==> src/rtl/ddr3_ctrl_pkg.sv <==
// Shared DDR3 controller definitions: command codes, refresh FSM encoding, default widths.
package ddr3_ctrl_pkg;

  localparam int TW_DEFAULT = 16;

  // Codes 3..7 are reserved for the scheduler's own commands.
  typedef enum logic [2:0] {
    CMD_NOP  = 3'd0,
    CMD_PREA = 3'd1,
    CMD_REF  = 3'd2
  } cmd_code_e;

  typedef logic [2:0] ref_state_t;

  localparam ref_state_t ST_IDLE     = 3'd0;
  localparam ref_state_t ST_DRAIN    = 3'd1;
  localparam ref_state_t ST_PREA     = 3'd2;
  localparam ref_state_t ST_WAIT_RP  = 3'd3;
  localparam ref_state_t ST_REF      = 3'd4;
  localparam ref_state_t ST_WAIT_RFC = 3'd5;

endpackage

==> src/rtl/refresh_sequencer_timing_down_counter.sv <==
// Loadable down-counter shared by all DRAM timing waits; expire flags the last wait cycle.
module timing_down_counter
  import ddr3_ctrl_pkg::*;
#(
  parameter int TW = TW_DEFAULT
) (
  input  logic          clk,
  input  logic          reset_n,
  input  logic          load,
  input  logic [TW-1:0] load_value,
  output logic          expire
);

  logic [TW-1:0] count_q, count_d;

  // Counts down to zero and parks there until the next load.
  always_comb begin
    count_d = count_q;
    if (load) begin
      count_d = load_value;
    end else if (count_q != '0) begin
      count_d = count_q - TW'(1);
    end
  end

  always_ff @(posedge clk or negedge reset_n) begin
    if (!reset_n) begin
      count_q <= '0;
    end else begin
      count_q <= count_d;
    end
  end

  assign expire = (count_q == TW'(1));

endmodule

==> src/rtl/refresh_sequencer.sv <==
// Refresh handshake responder: drain traffic, PRECHARGE ALL, REFRESH, then hold off for tRFC.
module refresh_sequencer
  import ddr3_ctrl_pkg::*;
#(
  parameter int TW        = TW_DEFAULT,
  parameter int CW        = 16,
  parameter bit SKIP_PREA = 1'b1
) (
  input  logic          clk,
  input  logic          reset_n,
  input  logic          ref_req,
  output logic          ref_ack,
  input  logic          traffic_idle,
  input  logic          any_bank_open,
  output logic          hold_req,
  output logic          cmd_valid,
  output logic [2:0]    cmd_code,
  input  logic          cmd_ready,
  input  logic [TW-1:0] tRP,
  input  logic [TW-1:0] tRFC,
  output logic          busy,
  output logic          refresh_done,
  output logic [CW-1:0] ref_count
);

  ref_state_t    state_q, state_d;
  logic [CW-1:0] ref_count_q, ref_count_d;
  logic          timer_load;
  logic          timer_expire;
  logic [TW-1:0] timer_value;

  always_comb begin
    state_d = state_q;
    case (state_q)
      ST_IDLE:     if (ref_req) state_d = ST_DRAIN;
      // Dropping the request is honoured only before any command goes out.
      ST_DRAIN: begin
        if (!ref_req) begin
          state_d = ST_IDLE;
        end else if (traffic_idle) begin
          state_d = (any_bank_open || !SKIP_PREA) ? ST_PREA : ST_REF;
        end
      end
      ST_PREA:     if (cmd_ready) state_d = ST_WAIT_RP;
      ST_WAIT_RP:  if (timer_expire) state_d = ST_REF;
      ST_REF:      if (cmd_ready) state_d = ST_WAIT_RFC;
      ST_WAIT_RFC: if (timer_expire) state_d = ST_IDLE;
      default:     state_d = ST_IDLE;
    endcase
  end

  // Zero timings are clamped to one cycle so the wait states always exit.
  assign timer_load  = cmd_ready && ((state_q == ST_PREA) || (state_q == ST_REF));
  assign timer_value = (state_q == ST_PREA) ? ((tRP  == '0) ? TW'(1) : tRP)
                                            : ((tRFC == '0) ? TW'(1) : tRFC);

  timing_down_counter #(.TW(TW)) u_timer (
    .clk        (clk),
    .reset_n    (reset_n),
    .load       (timer_load),
    .load_value (timer_value),
    .expire     (timer_expire)
  );

  assign busy         = (state_q != ST_IDLE);
  assign hold_req     = busy;
  assign cmd_valid    = (state_q == ST_PREA) || (state_q == ST_REF);
  assign cmd_code     = (state_q == ST_PREA) ? CMD_PREA :
                        (state_q == ST_REF)  ? CMD_REF  : CMD_NOP;
  assign ref_ack      = cmd_valid && cmd_ready && (state_q == ST_REF);
  assign refresh_done = (state_q == ST_WAIT_RFC) && timer_expire;
  assign ref_count    = ref_count_q;

  assign ref_count_d  = ref_count_q + CW'(refresh_done);

  always_ff @(posedge clk or negedge reset_n) begin
    if (!reset_n) begin
      state_q     <= ST_IDLE;
      ref_count_q <= '0;
    end else begin
      state_q     <= state_d;
      ref_count_q <= ref_count_d;
    end
  end

endmodule

==> config.mk <==
export PLATFORM = sky130hd
export DESIGN_NAME = refresh_sequencer
export DESIGN_NICKNAME = d
export VERILOG_FILES = /design/src/rtl/ddr3_ctrl_pkg.sv /design/src/rtl/refresh_sequencer_timing_down_counter.sv /design/src/rtl/refresh_sequencer.sv
export SDC_FILE = /design/constraint.sdc
export NUM_CORES = 1
export LEC_CHECK = 0
export CAP_MARGIN = 20
export CORE_ASPECT_RATIO = 1.4
export CORE_MARGIN = 8
export CORE_UTILIZATION = 27
export CTS_BUF_LIST = sky130_fd_sc_hd__clkbuf_4 sky130_fd_sc_hd__clkbuf_8
export DETAILED_ROUTE_END_ITERATION = 16
export SYNTH_ARGS = -nofsm -noshare
export SYNTH_HDL_FRONTEND = slang
export SYNTH_HIERARCHICAL = 1
export SYNTH_SLANG_ARGS = --single-unit
==> constraint.sdc <==
create_clock -name clk -period 3.5 [get_ports clk]
set_input_delay 0.875 -clock clk [delete_from_list [all_inputs] [get_ports clk]]
set_output_delay 0.875 -clock clk [all_outputs]
set_load 0.01 [all_outputs]
---- After elaboration in Yosys (flattened, before gate mapping) ----
Cells that the tools add are included.
storage, ports and cells
  logic and storage cells ................. 44
  register bits ........................... 35
operators by class
  reduce and logical (&&, ||, !) cells .... 11
  multiplexer cells ....................... 16
  eq/ne operators ......................... 12
  add/sub/neg operators ................... 2
operators with widths
  cell                                                                     number
  16-bit 2-to-1 mux                                                        5
  16-bit zero test                                                         2
  3-bit 2-to-1 mux                                                         8
  3-bit case mux with 6 select lines                                       1
  16-bit by 1-bit adder with 16-bit output                                 1
  16-bit by 1-bit equality test with 1-bit output (second input constant)  1
  16-bit nonzero test                                                      1
  16-bit by 1-bit subtractor with 16-bit output (second input constant)    1
  2-bit inequality test (second input constant)                            5
  3-bit by 2-bit equality test with 1-bit output (second input constant)   2
  3-bit equality test (second input constant)                              2
  6-bit AND reduction                                                      1
  2-bit 2-to-1 mux                                                         2
  3-bit by 1-bit equality test with 1-bit output (second input constant)   1
  1-bit logical AND                                                        3
  3-bit zero test                                                          1
  3-bit inequality test (second input constant)                            1
  3-bit nonzero test                                                       1
  2-bit nonzero test                                                       1
  1-bit logical OR                                                         1

---- Longest topological paths before layout ----
  depth after elaboration ................. 4
  mapped depth ............................ 12
  mapped depth without buffers ............ 12

---- By module ----
Netlist, hierarchy kept.
by module, submodules not included
  module               cells an instance  times used  area an instance (µm²)
  refresh_sequencer    119                1           1239.9
  timing_down_counter  120                1           1099.8

---- Least setup slack after synthesis ----
No wires, ideal clock.
  path kind ............................... flip-flop to flip-flop
  from .................................... register u_timer.count_q[6]
  to ...................................... register ref_count_q[12] (netlist: ref_count[12])
  arrival time ............................ 2.531 ns
  slack ................................... 0.844 ns
  buffers on the path ..................... 0
  period minus slack after synthesis ...... 2.656 ns
  required time ........................... 3.375 ns
  cell stages (with the launch flop) ...... 12
  cell sequence ........................... dfrtp_1 -> nor4_4 -> nand3_1 -> nor2_1 -> nand2_1 -> nor2_1 -> ha_1 -> ha_1 -> and4_1 -> nor2b_1 -> nand4_1 -> xnor2_1
on the way
  longest elaborated chain between the ends .. 3
RTL lines
  item                                             RTL line                                     source
  from (decl)                                      refresh_sequencer_timing_down_counter.sv:14  logic [TW-1:0] count_q, count_d;
  from (signal assigned)                           refresh_sequencer_timing_down_counter.sv:30  count_q <= count_d;
  16-bit by 1-bit equality test with 1-bit output  refresh_sequencer_timing_down_counter.sv:34  assign expire = (count_q == TW'(1));
  net timer_expire                                 refresh_sequencer.sv:29                      logic timer_expire;
  1-bit logical AND                                refresh_sequencer.sv:71                      assign refresh_done = (state_q == ST_WAIT_RFC) && timer_expire;
  net refresh_done                                 refresh_sequencer.sv:22                      output logic refresh_done,
  16-bit by 1-bit adder with 16-bit output         refresh_sequencer.sv:74                      assign ref_count_d = ref_count_q + CW'(refresh_done);
  net ref_count_d[12]                              refresh_sequencer.sv:27                      logic [CW-1:0] ref_count_q, ref_count_d;
  to (signal assigned)                             refresh_sequencer.sv:82                      ref_count_q <= ref_count_d;
  to (decl)                                        refresh_sequencer.sv:27
The timed path passes the listed nets, and every way through them passes these cells.
A chain may end at the register's enable or synchronous reset.

---- Final worst setup path ----
  from .................................... register u_timer.count_q[14]
  to ...................................... output refresh_done
on the way
  longest elaborated chain between the ends .. 2
RTL lines
  item                                             RTL line
  16-bit by 1-bit equality test with 1-bit output  refresh_sequencer_timing_down_counter.sv:34
  net timer_expire                                 refresh_sequencer.sv:29
  1-bit logical AND                                refresh_sequencer.sv:71
  to (decl)                                        refresh_sequencer.sv:22
The timed path passes the listed nets, and every way through them passes these cells.

==> flow_metrics.py <==
metrics = {
    "run_status": {
        "status": "finished, final reports clean",
    },
    "place": {
        "place.gp.congestion": 0.8275,
        "port_buffers": 60,
        "hpwlAfterDp_um": 4658,
        "dpl_worst_slack_ns": 0.5092,
    },
    "hold_path": {
        "worstHoldStart": "ref_count[15]",
        "hp-class": "flop to flop",
    },
    "timing": {
        "maxSlewViolCount": 0,
        "period_needed_ns": 3.268,
        "worst_slew_pin_slew_ns": 0.6645,
        "setup_viol": 0,
        "setup_slack_ns": 0.2316,
        "hold_viol_final": 0,
        "clock_skew_ns": 0.008041,
        "rsz0062_at_grt": "false",
        "fin_crit_sh_pct": 93.38,
        "fin_setup_tns_ns": 0,
        "fmax_mhz": 306.0,
        "relSlewSlack_pct": 55.29,
    },
    "finish": {
        "area_delta_synth_final_pct": 33.64,
        "antenna_cells": 0,
        "layout-drive-gt1-share_pct": 14.05,
        "multi_input_area_sq_mm": 0.001354,
        "nNetsFinal": 341,
        "layout_common_cells": "60 x clkdlybuf4s50_1, 35 x dfrtp_1, 22 x nand2_1",
        "seq_area_sq_um": 875.8,
        "final_common_cell": "clkdlybuf4s50_1",
        "fillers": 918,
    },
    "cts": {
        "cts_buffers": 5,
        "cts-htree-levels": 2,
        "clk_pin_slew_ns": 0.08,
        "cts_setup_buffers": 0,
        "clkLatencyLatePin_ns": 0.29,
        "cts_resized": 0,
        "clockBufferDepth": 2,
        "holdBufCountCts": 0,
        "cts_num_sinks": 35,
        "cts_tree": "done",
        "root_buffer": "clkbuf_8",
    },
    "power_and_ir_drop": {
        "ir_drop_uv": 205.3,
        "power.leakage_uw": 0.001257,
        "powerDensity_mw_per_mm2": 584.0,
    },
    "critical_path": {
        "reg2regPathDepth": 11,
        "cp_slowest_cell": "clkdlybuf4s50_1",
        "critPathLaunch": "u_timer/count_q[14]",
        "critPathArrivalTime_ns": 2.39,
        "r2r_start": "u_timer/count_q[14]",
        "worstPathMaxFanout": 5,
        "ff2ff_setup_slack_ns": 0.70,
        "cp_cell_sequence": "nor4_4 > nand2_1 > nor2_1 > nand2_1 > nor2_1 > clkdlybuf4s50_1",
        "start_kind": "flop",
        "worstPathRequired_ns": 2.62,
        "cp-endpoint": "refresh_done",
        "end_kind": "output port",
        "regToRegEndpoint": "ref_count[12]",
        "cp_slowest_stage_delay_ns": 0.59,
        "path_class": "flop to output port",
    },
    "synth": {
        "synth-edff-count": 0,
        "synth_cell_types": 57,
        "synth_warnings": 6,
        "syn_avg_cell_area_sq_um": 9.790,
        "ys.flop_type": "dfrtp_1",
        "ys_seq_area_share_pct": 37.43,
        "syn_area_sq_mm": 0.002340,
        "synthArstFlopShare_pct": 100.0,
        "synth_seq_cells": 35,
        "synth_fp_nets": 282,
        "syn_inst": 239,
    },
    "route": {
        "first_pass_iters": 4,
        "initialDrtViolationCount": 29,
        "detail_route.vias_per_cell": 4.886,
        "ant_nets": 0,
        "remaining_drc_errors": 0,
        "routedWlPerCell_um": 14.42,
        "routed_wl_um": 5827,
        "vias": 1974,
    },
    "floorplanning": {
        "die_h_um": 126.1,
        "std_cell_rows": 40,
        "core_sq_mm": 0.008508,
        "dieArea_sq_mm": 0.01194,
        "dieWidth_um": 94.68,
        "io_pins": 62,
        "initial_core_util_pct": 27.50,
    },
    "global_routing": {
        "overflow": 0,
        "grt_pass1_wl_um": 9673,
        "grt_max_degree": 36,
        "top_usage_layer": "met2",
        "use_met3_pct": 2.259,
        "grtUsageMet2_pct": 17.20,
        "grt_usage_pct": 10.04,
        "use_met1_pct": 11.06,
        "grt_pass1_vias": 2087,
        "antenna_found_initial": 0,
    },
    "run": {
        "cap_viol_max_count": 0,
    },
}
## cells by family after synthesis
family | share of synthesized area [%]
and+or+nand+nor | 29.68
DFF | 37.43
AOI/OAI and AO/OA | 8.877
buffers and inverters | 4.706
xor gates and xnor gates | 6.738
muxes | 9.733
adders and majority gates | 2.674
other | 0.1603
## critical path, delay by kind of cell, from the launching register on
family                 cells  cell delay [ns]
and+or+nand+nor            5             1.08
buffers and inverters      1             0.59
DFF                        1             0.44
## synthesized netlist by cell type, types with 4 or more instances
library cell  instances  share of area [%]
nor4_1                8                2.1
inv_1                 7                1.1
xnor2_1              11                4.1
xor2_1                7                2.6
ha_1                  5                2.7
nand3_1              13                2.8
a21oi_1               6                1.3
dfrtp_1              35                 37
buf_4                 4                1.3
mux2_4                7                4.5
nand2_1              22                3.5
nor2_1               20                3.2
mux2_2               10                4.8
o21ai_0               9                1.9
nor3_1                7                1.5
nand4_1               8                2.1
nor4_4                4                3.6
## state kept, by name, summed over array words and instances (netlist names)
signal / cells
u_timer/count_q: 16
ref_count: 16
state_q: 3
## per-stage QoR
step	total power [uW]	hold WS, ns	util, %	instances	instance area, sq um
6_report	1826	0.4773	36.75	404	3127
5_1_grt	1971	0.5233	36.75	404	3127
4_1_cts	1858	0.4824	36.75	404	3127
3_5_place_dp	1477	0.4710	35.43	396	3014
3_3_place_gp	1460	0.4608	35.43	396	3014
2_1_floorplan	1270	0.5076	-	239	2340
## how the worst min path moves through the flow
stage               slack [ns]       endpoint  depth (start not counted)
global placement          0.46  ref_count[15]                          1
CTS                       0.48  ref_count[15]                          1
global route              0.52  ref_count[12]                          1
finish                    0.48  ref_count[15]                          1
floorplan                 0.51  ref_count[15]                          1
detailed placement        0.47  ref_count[15]                          1
## power breakdown
part           internal [uW]  leakage [uW]  switching, uW  total (uW)
Combinational            403      0.000744            344         747
Clock                    212     0.0000581            152         364
Sequential               510      0.000455            205         715
## area by class of cell
cell class	instances	area share, %
clock buffer	5	2.201
timing repair buffer	63	19.93
sequential	35	28.01
inverter	8	0.9604
clock inverter	3	1.401
multi-input combinational	185	43.30
tap	105	4.202
## per-layer routing
layer	up-vias	wire [um]	share of wire [%]
met1	905	2421	42
li1	984	-	-
met4	0	164	2.8
met3	12	394	6.8
met2	73	2846	49
met5	-	0	0
No activity file was read; power rests on OpenSTA's default activity.
